--- config.mk ---
export PLATFORM = sky130hd
export DESIGN_NAME = sap_controller_flat
export DESIGN_NICKNAME = d
export VERILOG_FILES = /design/src/rtl/sap_controller_if.sv /design/src/rtl/sap_controller.sv /design/src/flat_wrapper.sv
export SDC_FILE = /design/constraint.sdc
export NUM_CORES = 1
export LEC_CHECK = 0
export ABC_AREA = 0
export CORE_UTILIZATION = 38
export CTS_CLUSTER_SIZE = 14
export DETAILED_ROUTE_END_ITERATION = 10
export HOLD_SLACK_MARGIN = 0.1
export PLACE_DENSITY = 0.74
export SYNTH_ARGS = -nofsm -noshare
export SYNTH_HDL_FRONTEND = slang
export SYNTH_SLANG_ARGS = --single-unit
export TNS_END_PERCENT = 10
--- constraint.sdc ---
create_clock -name clk -period 2.3 [get_ports clk]
set_clock_uncertainty 0.2 [all_clocks]
set_input_delay 0.345 -clock clk [delete_from_list [all_inputs] [get_ports clk]]
set_output_delay 0.345 -clock clk [all_outputs]
set_load 0.005 [all_outputs]
--- src/rtl/sap_controller_if.sv ---
// Control-word bundle between the SAP sequencer and its datapath.
// The master side is the sequencer; the slave side is the datapath or a bench.
interface sap_controller_if;
    logic       Run;
    logic [7:0] Instruction;
    logic [1:0] Flags;
    logic       PcOut, PcInc, PcLoad;
    logic       MarLoad;
    logic       RamOut, RamLoad;
    logic       IrLoad, IrOut;
    logic       AccLoad, AccOut;
    logic       BLoad;
    logic [1:0] AluOp;
    logic       AluStart, AluOut;
    logic       FlagLoad;
    logic       OutLoad;
    logic       ZeroFlag, CarryFlag;
    logic       Halted;

    modport master (
        input  Run, Instruction, Flags,
        output PcOut, PcInc, PcLoad, MarLoad, RamOut, RamLoad, IrLoad, IrOut,
               AccLoad, AccOut, BLoad, AluOp, AluStart, AluOut, FlagLoad,
               OutLoad, ZeroFlag, CarryFlag, Halted
    );

    modport slave (
        output Run, Instruction, Flags,
        input  PcOut, PcInc, PcLoad, MarLoad, RamOut, RamLoad, IrLoad, IrOut,
               AccLoad, AccOut, BLoad, AluOp, AluStart, AluOut, FlagLoad,
               OutLoad, ZeroFlag, CarryFlag, Halted
    );
endinterface

--- src/rtl/sap_controller.sv ---
// Microcoded SAP sequencer: T0..T4 step counter plus sticky HALT state,
// Moore control word gated by Run, and latched Zero/Carry flags.
module sap_controller (
    input  logic              clk,
    input  logic              rst_n,
    sap_controller_if.master  bus
);
    typedef enum logic [2:0] {
        T0   = 3'd0,
        T1   = 3'd1,
        T2   = 3'd2,
        T3   = 3'd3,
        T4   = 3'd4,
        HALT = 3'd5
    } step_t;

    typedef struct packed {
        logic       pc_out;
        logic       pc_inc;
        logic       pc_load;
        logic       mar_load;
        logic       ram_out;
        logic       ram_load;
        logic       ir_load;
        logic       ir_out;
        logic       acc_load;
        logic       acc_out;
        logic       b_load;
        logic [1:0] alu_op;
        logic       alu_start;
        logic       alu_out;
        logic       flag_load;
        logic       out_load;
    } ctrl_t;

    localparam logic [3:0] OP_NOP = 4'h0, OP_LDA = 4'h1, OP_ADD = 4'h2,
                           OP_SUB = 4'h3, OP_STA = 4'h4, OP_LDI = 4'h5,
                           OP_JMP = 4'h6, OP_JC  = 4'h7, OP_JZ  = 4'h8,
                           OP_INC = 4'h9, OP_DCR = 4'hA, OP_OUT = 4'hE,
                           OP_HLT = 4'hF;

    localparam logic [1:0] ALU_ADD = 2'b00, ALU_SUB = 2'b01,
                           ALU_INC = 2'b10, ALU_DCR = 2'b11;

    step_t      step, step_nxt;
    ctrl_t      word, word_g;
    logic       zero_q, carry_q;
    logic [3:0] opcode;

    assign opcode = bus.Instruction[7:4];

    always_ff @(posedge clk or negedge rst_n) begin
        if (!rst_n)       step <= T0;
        else if (bus.Run) step <= step_nxt;
    end

    // word_g already carries the Run gate, so a frozen FlagLoad cycle captures nothing
    always_ff @(posedge clk or negedge rst_n) begin
        if (!rst_n) begin
            zero_q  <= 1'b0;
            carry_q <= 1'b0;
        end else if (word_g.flag_load) begin
            zero_q  <= bus.Flags[1];
            carry_q <= bus.Flags[0];
        end
    end

    always_comb begin
        step_nxt = step;
        case (step)
            T0: step_nxt = T1;
            T1: step_nxt = T2;
            T2: begin
                case (opcode)
                    OP_LDA, OP_ADD, OP_SUB, OP_STA: step_nxt = T3;
                    OP_HLT:                         step_nxt = HALT;
                    default:                        step_nxt = T0;
                endcase
            end
            T3: step_nxt = (opcode == OP_ADD || opcode == OP_SUB) ? T4 : T0;
            T4: step_nxt = T0;
            HALT: step_nxt = HALT;
            default: step_nxt = T0;
        endcase
    end

    always_comb begin
        word = '0;
        case (step)
            T0: begin
                word.pc_out   = 1'b1;
                word.mar_load = 1'b1;
            end
            T1: begin
                word.ram_out = 1'b1;
                word.ir_load = 1'b1;
                word.pc_inc  = 1'b1;
            end
            T2: begin
                case (opcode)
                    OP_LDA, OP_ADD, OP_SUB, OP_STA: begin
                        word.ir_out   = 1'b1;
                        word.mar_load = 1'b1;
                    end
                    OP_LDI: begin
                        word.ir_out   = 1'b1;
                        word.acc_load = 1'b1;
                    end
                    OP_JMP: begin
                        word.ir_out  = 1'b1;
                        word.pc_load = 1'b1;
                    end
                    // Conditional jumps look only at the latched flags
                    OP_JC: begin
                        word.ir_out  = carry_q;
                        word.pc_load = carry_q;
                    end
                    OP_JZ: begin
                        word.ir_out  = zero_q;
                        word.pc_load = zero_q;
                    end
                    OP_INC, OP_DCR: begin
                        word.alu_op    = (opcode == OP_INC) ? ALU_INC : ALU_DCR;
                        word.alu_start = 1'b1;
                        word.alu_out   = 1'b1;
                        word.acc_load  = 1'b1;
                        word.flag_load = 1'b1;
                    end
                    OP_OUT: begin
                        word.acc_out  = 1'b1;
                        word.out_load = 1'b1;
                    end
                    default: word = '0;
                endcase
            end
            T3: begin
                case (opcode)
                    OP_LDA: begin
                        word.ram_out  = 1'b1;
                        word.acc_load = 1'b1;
                    end
                    OP_ADD, OP_SUB: begin
                        word.ram_out = 1'b1;
                        word.b_load  = 1'b1;
                    end
                    OP_STA: begin
                        word.acc_out  = 1'b1;
                        word.ram_load = 1'b1;
                    end
                    default: word = '0;
                endcase
            end
            T4: begin
                if (opcode == OP_ADD || opcode == OP_SUB) begin
                    word.alu_op    = (opcode == OP_SUB) ? ALU_SUB : ALU_ADD;
                    word.alu_start = 1'b1;
                    word.alu_out   = 1'b1;
                    word.acc_load  = 1'b1;
                    word.flag_load = 1'b1;
                end
            end
            default: word = '0;
        endcase
    end

    assign word_g = (bus.Run && step != HALT) ? word : '0;

    assign bus.PcOut     = word_g.pc_out;
    assign bus.PcInc     = word_g.pc_inc;
    assign bus.PcLoad    = word_g.pc_load;
    assign bus.MarLoad   = word_g.mar_load;
    assign bus.RamOut    = word_g.ram_out;
    assign bus.RamLoad   = word_g.ram_load;
    assign bus.IrLoad    = word_g.ir_load;
    assign bus.IrOut     = word_g.ir_out;
    assign bus.AccLoad   = word_g.acc_load;
    assign bus.AccOut    = word_g.acc_out;
    assign bus.BLoad     = word_g.b_load;
    assign bus.AluOp     = word_g.alu_op;
    assign bus.AluStart  = word_g.alu_start;
    assign bus.AluOut    = word_g.alu_out;
    assign bus.FlagLoad  = word_g.flag_load;
    assign bus.OutLoad   = word_g.out_load;
    assign bus.ZeroFlag  = zero_q;
    assign bus.CarryFlag = carry_q;
    assign bus.Halted    = (step == HALT);

    logic unused_ok;
    assign unused_ok = (opcode == OP_NOP) ^ (^bus.Instruction[3:0]);
endmodule

--- src/flat_wrapper.sv ---
// flat-port wrapper written by rule: the top's interface ports become plain ports
module sap_controller_flat 
  (clk, rst_n, bus_Run, bus_Instruction, bus_Flags, bus_PcOut, bus_PcInc, bus_PcLoad, bus_MarLoad, bus_RamOut, bus_RamLoad, bus_IrLoad, bus_IrOut, bus_AccLoad, bus_AccOut, bus_BLoad, bus_AluOp, bus_AluStart, bus_AluOut, bus_FlagLoad, bus_OutLoad, bus_ZeroFlag, bus_CarryFlag, bus_Halted);
  sap_controller_if bus_i ();
  input  logic clk;
  input  logic rst_n;
  input wire logic [$bits(bus_i.Run)-1:0] bus_Run;
  input wire logic [$bits(bus_i.Instruction)-1:0] bus_Instruction;
  input wire logic [$bits(bus_i.Flags)-1:0] bus_Flags;
  output wire logic [$bits(bus_i.PcOut)-1:0] bus_PcOut;
  output wire logic [$bits(bus_i.PcInc)-1:0] bus_PcInc;
  output wire logic [$bits(bus_i.PcLoad)-1:0] bus_PcLoad;
  output wire logic [$bits(bus_i.MarLoad)-1:0] bus_MarLoad;
  output wire logic [$bits(bus_i.RamOut)-1:0] bus_RamOut;
  output wire logic [$bits(bus_i.RamLoad)-1:0] bus_RamLoad;
  output wire logic [$bits(bus_i.IrLoad)-1:0] bus_IrLoad;
  output wire logic [$bits(bus_i.IrOut)-1:0] bus_IrOut;
  output wire logic [$bits(bus_i.AccLoad)-1:0] bus_AccLoad;
  output wire logic [$bits(bus_i.AccOut)-1:0] bus_AccOut;
  output wire logic [$bits(bus_i.BLoad)-1:0] bus_BLoad;
  output wire logic [$bits(bus_i.AluOp)-1:0] bus_AluOp;
  output wire logic [$bits(bus_i.AluStart)-1:0] bus_AluStart;
  output wire logic [$bits(bus_i.AluOut)-1:0] bus_AluOut;
  output wire logic [$bits(bus_i.FlagLoad)-1:0] bus_FlagLoad;
  output wire logic [$bits(bus_i.OutLoad)-1:0] bus_OutLoad;
  output wire logic [$bits(bus_i.ZeroFlag)-1:0] bus_ZeroFlag;
  output wire logic [$bits(bus_i.CarryFlag)-1:0] bus_CarryFlag;
  output wire logic [$bits(bus_i.Halted)-1:0] bus_Halted;
  assign bus_i.Run = bus_Run;
  assign bus_i.Instruction = bus_Instruction;
  assign bus_i.Flags = bus_Flags;
  assign bus_PcOut = bus_i.PcOut;
  assign bus_PcInc = bus_i.PcInc;
  assign bus_PcLoad = bus_i.PcLoad;
  assign bus_MarLoad = bus_i.MarLoad;
  assign bus_RamOut = bus_i.RamOut;
  assign bus_RamLoad = bus_i.RamLoad;
  assign bus_IrLoad = bus_i.IrLoad;
  assign bus_IrOut = bus_i.IrOut;
  assign bus_AccLoad = bus_i.AccLoad;
  assign bus_AccOut = bus_i.AccOut;
  assign bus_BLoad = bus_i.BLoad;
  assign bus_AluOp = bus_i.AluOp;
  assign bus_AluStart = bus_i.AluStart;
  assign bus_AluOut = bus_i.AluOut;
  assign bus_FlagLoad = bus_i.FlagLoad;
  assign bus_OutLoad = bus_i.OutLoad;
  assign bus_ZeroFlag = bus_i.ZeroFlag;
  assign bus_CarryFlag = bus_i.CarryFlag;
  assign bus_Halted = bus_i.Halted;
  sap_controller u_core (.clk(clk), .rst_n(rst_n), .bus(bus_i));
endmodule
==> results of run 1 <==
[worst paths after layout]
check	startpoint	depth (start not counted)	to
worst max-delay path	u_core.step[2]	5	bus_AluOp[1]
worst min-delay path	rst_n	1	u_core.bus.CarryFlag
worst max register to register	u_core.step[2]	6	u_core.bus.ZeroFlag
worst min register to register	u_core.bus.CarryFlag	1	u_core.bus.CarryFlag
max in group asynchronous	rst_n	1	u_core.step[0]
min in group clk	u_core.bus.CarryFlag	1	u_core.bus.CarryFlag
[logic make-up (layout without fill, tap and decap cells)]
group	count (synthesis)	after routing
muxes	2	2
buffers and inverters	12	62
AOI/OAI and AO/OA	19	19
xor gates and xnor gates	2	2
DFF	5	5
and+or+nand+nor	46	46
[power groups by stage]
stage	registers [mW]	logic, mW	clock network [mW]
6_report	0.169	0.468	0.101
5_1_grt	0.174	0.507	0.113
4_1_cts	0.167	0.437	0.107
3_5_place_dp	0.156	0.429	0
3_3_place_gp	0.155	0.420	0
2_1_floorplan	0.150	0.215	0
[registers in the layout, indices dropped and copies added, names as in the netlist]
name,count
u_core.bus.ZeroFlag,1
u_core.step,3
u_core.bus.CarryFlag,1
[stage by stage]
step | utilization, % | setup slack [ns] | hold WS, ns
final | 76.52 | -0.1221 | 0.1124
after floorplan | - | 0.5104 | -0.1506
after global placement | 68.64 | -0.3976 | 0.3405
after CTS | 75.04 | -0.2090 | 0.1082
after global routing | 76.52 | -0.2347 | 0.1169
after detailed placement | 68.64 | -0.4734 | 0.3454
[critical path, cell delays in order (launching register included)]
cell and delay, ns:
dfrtp_2 0.46, and3b_1 0.21, nand2b_2 0.21, buf_4 0.15, nor2_1 0.10, clkdlybuf4s50_1 0.50
[final cells by class]
type / count / area [sq um] / area share (%)
tap: 16 / 20.02 / 1.717
inverter: 3 / 11.26 / 0.9657
sequential: 5 / 127.6 / 10.94
multi-input combinational: 69 / 509.2 / 43.67
timing repair buffer: 55 / 471.7 / 40.45
clock buffer: 4 / 26.28 / 2.253
[cells in the mapped netlist]
cell / count
a211o_1: 1
a21o_1: 1
xor2_1: 2
nand2_1: 7
nor2b_1: 6
or2_1: 1
inv_1: 3
o21ai_0: 6
a31oi_1: 1
o2111ai_1: 1
nand2b_1: 2
a2111oi_0: 1
nand3_1: 5
o211ai_1: 1
or3b_2: 1
nor3b_2: 3
dfrtp_1: 5
clkbuf_1: 1
and3b_1: 1
nor2_1: 9
a21oi_1: 6
nand4_1: 3
nor3b_1: 1
mux2_4: 2
o22a_1: 1
and3_1: 2
buf_4: 5
or3b_1: 1
buf_2: 3
nor3_1: 3
or3_1: 1
[repair_timing]
action | CTS | global route
buffers inserted | 3 | 0
setup endpoints to repair | 17 | 14
resized for setup | 31 | 16
pin swaps | 3 | 2
hold buffers | 0 | 0
[metal layers]
layer / wire, um / GRT usage [%]
met2: 1015 / 41.85
met3: 54 / 3.879
met5: 0 / 0
met4: 29 / 11.25
met1: 923 / 33.16
==> flow_metrics.tcl, run 1 <==
set metrics [dict create \
    cts_buffers 3 \
    wire_per_inst_um 13.30 \
    muxShareOfSynthArea_pct 4.829 \
    layout_common_cells "buf_4 (25), dlygate4sd2_1 (13), clkdlybuf4s50_1 (10)" \
    clock-root-buffer "clkbuf_4" \
    gp_congestion 0.8110 \
    overflow 0 \
    synth_top_area_share_pct 20.12 \
    syn_nets 99 \
    die_h_um 42.45 \
    synth_area_sq_um 621.8 \
    drive_gt1_share_pct 37.50 \
    drcViolationCount 0 \
    num-fill-cells 112 \
    die_w_um 42.45 \
    grt_pass1_vias 796 \
    combPwrFrac_pct 63.4 \
    core_area_sq_um 1524 \
    r2r_setup_slack_ns 0.42 \
    swShare_pct 39.69 \
    synth_adder_area_share_pct 0 \
    initial_utilization_pct 40.80 \
    fin_crit_ns 2.422 \
    drt-initial-drc-count 7 \
    synth_seq_cells 5 \
    synthTopCellsByArea "dfrtp_1 (20%), buf_4 (6.0%), nor2b_1 (6.0%)" \
    synthXorXnorAreaFrac_pct 2.817 \
    min_period_over_period_pct 105.3 \
    end_kind "output port" \
    violations "setup timing" \
    synth_cells 86 \
    slew_headroom_pct 79.50 \
    synth_compound_area_share_pct 18.71 \
    critical_path_class "reg -> out" \
    final_cells 152 \
    leakage_nw 0.6077 \
    power_mw 0.7387 \
    clk_latency_ns 0.24 \
    synthSimpleGateAreaFrac_pct 42.66 \
    clockBufferDepth 2 \
    start_kind "flop" \
    yosysTopAreaCell "dfrtp_1" \
    cap_violations 0 \
    fin_setup_tns_ns -0.2256 \
    synth.avg_cell_area_sq_um 7.231 \
    hpwl_mm 1.453 \
    antenna_found_initial 0 \
    yosysSeqAreaShare_pct 20.12 \
    ir_worst_vdd_mv 0.5798 \
    setup_violations 3 \
    finalInstanceArea_sq_um 1166 \
    slew_violations 0 \
    synth_top_family_by_area "simple AND/OR/NAND/NOR gates" \
    powerDensity_nw_per_um2 633.5 \
    portBuffers 28 \
    tightest_slew_ns 0.3074 \
    intPower_mw 0.4455 \
    syn2layout_area_growth_pct 87.53 \
    critPathMaxFanout 5 \
    vias 801 \
    cp.arrival_ns 1.88 \
    cts_num_sinks 5 \
    cp_data_required_time_ns 1.75 \
    hold_viol_final 0 \
    nNetsFinal 150 \
    path_clk_slew_ns 0.04 \
    wl_mm 2.022 \
    dr.pass1.iters 4 \
    fin_ws_ns -0.1221 \
    place_area_sq_um 1046 \
    grt_start_max_net_pins 12 \
    min_path_type "in -> async" \
    io_pins 33 \
    grt_use_total_pct 25.62 \
    rows 14 \
    antennaDiodeCount 0 \
    synth_cell_types 31 \
    cts_tree "yes" \
    rsz0062_at_grt "true" \
    place_inst 145 \
    final_common_cell "buf_4" \
    drtAntennaViolNets 0 \
    dieArea_sq_um 1802 \
    p_switching_mw 0.2932 \
    seq_power_share_pct 22.9 \
    h-tree-depth 1 \
    fmax_mhz 412.9 \
    viasPerCell 5.270 \
    grt_pass1_wl_mm 3.450 \
    clkPwrFrac_pct 13.7 \
    yosysWarnings 0 \
    status "finished with violations" \
]
Power figures use the tool's default switching activity.
==> inputs of run 2 (changes only) <==
--- a/config.mk
+++ b/config.mk
@@ -10,7 +10,7 @@
 export CTS_CLUSTER_SIZE = 14
 export DETAILED_ROUTE_END_ITERATION = 10
 export HOLD_SLACK_MARGIN = 0.1
-export PLACE_DENSITY = 0.74
+export PLACE_DENSITY = 0.78
 export SYNTH_ARGS = -nofsm -noshare
 export SYNTH_HDL_FRONTEND = slang
 export SYNTH_SLANG_ARGS = --single-unit
==> run 2 against run 1 <==
Against the previous run:
- the flow still finishes with violations (setup timing)
- critical path depth stayed put
- wire length grew 19%
- worst hold slack got worse by 0.0047 ns
- first-iteration DRC count rose to 3.0 times the previous value
- utilization grew 2.4 points
- critical path type is now in -> out
- worst setup slack got worse by 0.045 ns
- non-clock buffer count increased by 8
- total power rose by 12%
- final cell count up 5.3%
- highest routed layer unchanged
==> flow_metrics.tcl, run 2 (synthesis gave the netlist of run 1 again) <==
set metrics [dict create \
    nNetsFinal 158 \
    critPathMaxFanout 7 \
    max_stage_delay_ns 0.51 \
    h-tree-depth 1 \
    slew_violations 0 \
    min_path_type "in -> async" \
    leakage_nw 0.6647 \
    cp_slowest_cell "clkdlybuf4s50_1" \
    hpwl_mm 1.555 \
    wl_mm 2.413 \
    intPower_mw 0.5172 \
    seq_power_share_pct 20.2 \
    combPwrFrac_pct 67.2 \
    rows 14 \
    dp_slack_ns -0.4259 \
    critical_path_class "in -> out" \
    finish.utilization_pct 78.90 \
    power_mw 0.8291 \
    drcViolationCount 0 \
    viasPerCell 5.538 \
    ir_worst_vdd_mv 0.5339 \
    grt_start_max_net_pins 12 \
    antenna_found_initial 0 \
    status "finished with violations" \
    grt_use_total_pct 26.29 \
    place_inst 145 \
    cts_tree "yes" \
    gp_congestion 0.8737 \
    antennaDiodeCount 0 \
    tightest_slew_ns 0.3585 \
    dr.pass1.iters 4 \
    cts_buffers 3 \
    crit_family "buffers and inverters" \
    path_cells "dlygate4sd2_1, buf_4, or3_1, a21oi_1, clkdlybuf4s50_1" \
    cts_num_sinks 5 \
    fin_ws_ns -0.1672 \
    drtAntennaViolNets 0 \
    fmax_mhz 405.3 \
    clkPwrFrac_pct 12.6 \
    hold_viol_final 0 \
    overflow 0 \
    core_area_sq_um 1524 \
    io_pins 33 \
    clock-root-buffer "clkbuf_4" \
    dieArea_sq_um 1802 \
    fin_setup_tns_ns -0.6285 \
    portBuffers 28 \
    p_switching_mw 0.3119 \
    final_common_cell "buf_4" \
    violations "setup timing" \
    place_area_sq_um 1046 \
    ctsHoldBuffers 0 \
    largest_reg_flops 3 \
    critPathBufInv 3 \
    layout_common_cells "buf_4 (34), dlygate4sd2_1 (12), clkdlybuf4s50_1 (10)" \
    cp.arrival_ns 1.92 \
    largest-register "u_core.step" \
    swShare_pct 37.62 \
    start_kind "input pin" \
    syn2layout_area_growth_pct 93.36 \
    finalInstanceArea_sq_um 1202 \
    rsz0062_at_grt "true" \
    num-fill-cells 110 \
    grt_pass1_vias 824 \
    hold_slack_ns 0.1076 \
    final_cells 160 \
    vias 886 \
    cp_data_required_time_ns 1.75 \
    drt-initial-drc-count 21 \
    powerDensity_nw_per_um2 689.5 \
    wire_per_inst_um 15.08 \
    path_clk_slew_ns 0.05 \
    die_h_um 42.45 \
    end_kind "output port" \
    setup_violations 6 \
    fin_crit_ns 2.467 \
    drive_gt1_share_pct 37.50 \
    slew_headroom_pct 76.10 \
    clockBufferDepth 2 \
    initial_utilization_pct 40.80 \
    clk_latency_ns 0.25 \
    min_period_over_period_pct 107.3 \
    grt_pass1_wl_mm 3.629 \
    cap_violations 0 \
    die_w_um 42.45 \
]
-- run 2: worst paths after layout --
check / cells past startpoint / start / end / slack [ns]
worst max-delay path: 5 / bus_Instruction[6] / bus_RamOut / -0.17
worst min-delay path: 1 / rst_n / u_core.bus.ZeroFlag / 0.11
worst max register to register: 8 / u_core.step[2] / u_core.step[0] / 0.25
worst min register to register: 1 / u_core.bus.CarryFlag / u_core.bus.CarryFlag / 0.37
max in group asynchronous: 1 / rst_n / u_core.step[2] / 1.59
min in group clk: 1 / u_core.bus.CarryFlag / u_core.bus.CarryFlag / 0.37
-- run 2: final cells by class --
type / count / area, sq um / share of cell area (%)
timing repair buffer: 63 / 539.3 / 44.85
sequential: 5 / 127.6 / 10.61
clock buffer: 4 / 26.28 / 2.185
inverter: 3 / 11.26 / 0.9365
tap: 16 / 20.02 / 1.665
multi-input combinational: 69 / 478.0 / 39.75
-- run 2: layer usage --
| metal | GRT usage [%] | vias up | part of all wire (%) |
|---|---|---|---|
| li1 | - | 417 | - |
| met1 | 34.40 | 418 | 42 |
| met2 | 45.54 | 45 | 51 |
| met3 | 1.724 | 6 | 4.5 |
| met4 | 8.750 | 0 | 2.4 |
| met5 | 0 | - | 0 |
-- run 2: power by group through the flow --
stage	sequential (mW)	combinational [mW]	clock, mW
global placement	0.158	0.413	0
CTS	0.165	0.471	0.102
floorplan	0.150	0.215	0
detailed placement	0.160	0.421	0
finish	0.167	0.557	0.105
global route	0.172	0.598	0.118
-- run 2: what timing repair did --
action / in CTS / in global routing
buffers inserted: 6 / 5
gates resized for setup: 21 / 15
endpoints found under the setup margin: 17 / 17
gates cloned: 0 / 0
pin swaps: 4 / 2
==> inputs of run 3 (changes only) <==
--- a/config.mk
+++ b/config.mk
@@ -5,12 +5,13 @@
 export SDC_FILE = /design/constraint.sdc
 export NUM_CORES = 1
 export LEC_CHECK = 0
-export ABC_AREA = 0
-export CORE_UTILIZATION = 38
+export ABC_AREA = 1
+export CORE_UTILIZATION = 39
 export CTS_CLUSTER_SIZE = 14
 export DETAILED_ROUTE_END_ITERATION = 10
 export HOLD_SLACK_MARGIN = 0.1
-export PLACE_DENSITY = 0.78
+export PLACE_DENSITY = 0.79
+export SLEW_MARGIN = 20
 export SYNTH_ARGS = -nofsm -noshare
 export SYNTH_HDL_FRONTEND = slang
 export SYNTH_SLANG_ARGS = --single-unit
==> run 3 against run 2 <==
Against the previous run:
- the flow now finishes without violations
- fmax rose by 8.3%
- sequential share of layout area rose by 0.64 points
- utilization fell by 4.5 points
- worst hold slack improved by 0.015 ns
- wire length fell by 14%
- largest power group unchanged
- global-route usage fell by 2.6 points
- count of clock-buffer cells in the layout did not move
- largest cell class unchanged
- final cell count rose by 11%
- total power fell by 9.1%
- critical path type is now reg -> out
- synthesized area rose by 2.6%
==> flow_metrics.tcl, run 3 <==
set metrics [dict create \
    status "completed" \
    synthTopCellsByArea "dfrtp_1 (20%), nand2_1 (19%), nor2_1 (8.2%)" \
    leakage_nw 0.6240 \
    clk_latency_ns 0.24 \
    die_w_um 42.45 \
    max_stage_delay_ns 0.51 \
    min_path_type "in -> async" \
    syn_nets 121 \
    largest_reg_flops 3 \
    hold_slack_ns 0.1222 \
    dp_slack_ns -0.3074 \
    cts_num_sinks 5 \
    rsz0062_at_grt "true" \
    overflow 0 \
    synth-async-reset-ratio_pct 100.0 \
    ir_worst_vdd_mv 0.5925 \
    num-fill-cells 135 \
    hpwl_mm 1.555 \
    path_cells "buf_4, nor2_4, nand3_1, a21oi_1, clkdlybuf4s50_1" \
    gp_congestion 0.8761 \
    viasPerCell 5.028 \
    hold_viol_final 0 \
    tightest_slew_ns 0.2337 \
    layout_common_cells "nand2_1 (32), buf_4 (23), clkdlybuf4s50_1 (15)" \
    synth.avg_cell_area_sq_um 5.908 \
    synth_seq_cells 5 \
    h-tree-depth 1 \
    final_cells 177 \
    synth_cells 108 \
    critPathBufInv 2 \
    finish.utilization_pct 74.38 \
    cp.arrival_ns 1.73 \
    final_common_cell "nand2_1" \
    start_kind "flop" \
    fmax_mhz 438.9 \
    place_inst 164 \
    slew_violations 0 \
    power_mw 0.7533 \
    fin_crit_ns 2.278 \
    path_clk_slew_ns 0.04 \
    dr.pass1.iters 4 \
    wl_mm 2.082 \
    grt_pass1_vias 841 \
    synth_area_sq_um 638.1 \
    grt_pass1_wl_mm 3.312 \
    r2r_setup_slack_ns 0.68 \
    syn2layout_area_growth_pct 77.65 \
    drt-initial-drc-count 25 \
    cp_slowest_cell "clkdlybuf4s50_1" \
    clock-root-buffer "clkbuf_4" \
    finalInstanceArea_sq_um 1134 \
    crit_family "buffers and inverters" \
    yosysTopAreaCell "dfrtp_1" \
    dieArea_sq_um 1802 \
    antenna_found_initial 0 \
    worstReg2RegStart "u_core.step[2]" \
    powerDensity_nw_per_um2 664.5 \
    yosysSeqAreaShare_pct 19.61 \
    initial_utilization_pct 41.87 \
    nNetsFinal 175 \
    cp_data_required_time_ns 1.75 \
    die_h_um 42.45 \
    min_period_over_period_pct 99.06 \
    reg2reg_to "u_core.step[2]" \
    critPathMaxFanout 5 \
    place_area_sq_um 1028 \
    fin_ws_ns 0.02173 \
    wire_per_inst_um 11.76 \
    io_pins 33 \
    grt_use_total_pct 23.64 \
    vias 890 \
    clockBufferDepth 2 \
    drive_gt1_share_pct 34.78 \
    largest-register "u_core.step" \
    synth-edff-count 0 \
    reg2regPathDepth 9 \
    antennaDiodeCount 0 \
    synth_cell_types 19 \
    end_kind "output port" \
    ys.flop_type "dfrtp_1" \
    synth.most_common_cell "nand2_1" \
    fin_setup_tns_ns 0 \
    cts_tree "yes" \
    setup_violations 0 \
    synth_top_area_share_pct 19.61 \
    ctsHoldBuffers 0 \
    rows 14 \
    synth_common_cells "nand2_1 (32), nor2_1 (14), inv_1 (10)" \
    grt_start_max_net_pins 8 \
    core_area_sq_um 1524 \
    yosysWarnings 0 \
    drcViolationCount 0 \
    critical_path_class "reg -> out" \
    cap_violations 0 \
    slew_headroom_pct 84.37 \
    cts_buffers 3 \
    drtAntennaViolNets 0 \
    portBuffers 28 \
]
[run 3: cell types whose count changed in the layout (fill, tap and decap cells not counted), sizes merged, moves of 3 or more]
cell | before | now
clkdlybuf4s50 | 10 | 15
nand3 | 5 | 11
dlygate4sd2 | 12 | 9
buf | 35 | 24
dlymetal6s2s | 5 | 1
nor2 | 9 | 21
nor2b | 6 | 0
nor3b | 4 | 0
inv | 3 | 16
nand4 | 3 | 0
nand2 | 7 | 39
clkdlybuf4s15 | 0 | 3
[run 3: what timing repair did]
| item | in CTS | in global routing |
|---|---|---|
| endpoints found under the setup margin | 17 | 7 |
| buffers inserted | 6 | 3 |
| pin swaps | 5 | 3 |
| resized for setup | 17 | 8 |
[run 3: power breakdown]
part / leakage [nW] / switching [mW] / internal [mW]
registers: 0.0630 / 0.0489 / 0.126
logic: 0.546 / 0.241 / 0.236
clock network: 0.0150 / 0.0363 / 0.0656
total: 0.624 / 0.326 / 0.427
[run 3: how the worst max path moves through the flow]
stage	start	depth (start not counted)	to
2_1_floorplan	u_core.step[0]	8	bus_AluStart
3_3_place_gp	bus_Instruction[7]	9	bus_AluOut
3_5_place_dp	bus_Instruction[7]	9	bus_AluStart
4_1_cts	bus_Instruction[6]	7	bus_IrOut
5_1_grt	u_core.step[1]	7	bus_PcLoad
6_report	u_core.step[0]	5	bus_AluOp[0]
[run 3: worst register-to-register path, delay by kind of cell, from the launching register on]
family / cells / cell delay (ns)
AO/OA/AOI/OAI: 2 / 0.24
buffers and inverters: 3 / 0.34
flip-flops: 1 / 0.41
AND/OR/NAND/NOR: 4 / 0.32
[run 3: metal layers]
layer	global-route usage, %	share of wire, %	vias up
li1	-	-	441
met1	28.04	41	405
met2	42.46	50	39
met3	1.293	6.2	5
met4	11.88	2.1	0
met5	0	0	-
[run 3: logic make-up after synthesis]
logic type,synth area share (%)
buffers and inverters,12.94
AO/OA/AOI/OAI,10.98
flip-flops,19.61
AND/OR/NAND/NOR,56.47
[run 3: area by class of cell]
| class | instances | area, sq um | share of cell area (%) |
|---|---|---|---|
| clock buffer | 4 | 26.28 | 2.318 |
| inverter | 16 | 60.06 | 5.298 |
| multi-input combinational | 84 | 442.9 | 39.07 |
| sequential | 5 | 127.6 | 11.26 |
| tap | 16 | 20.02 | 1.766 |
| timing repair buffer | 52 | 456.7 | 40.29 |
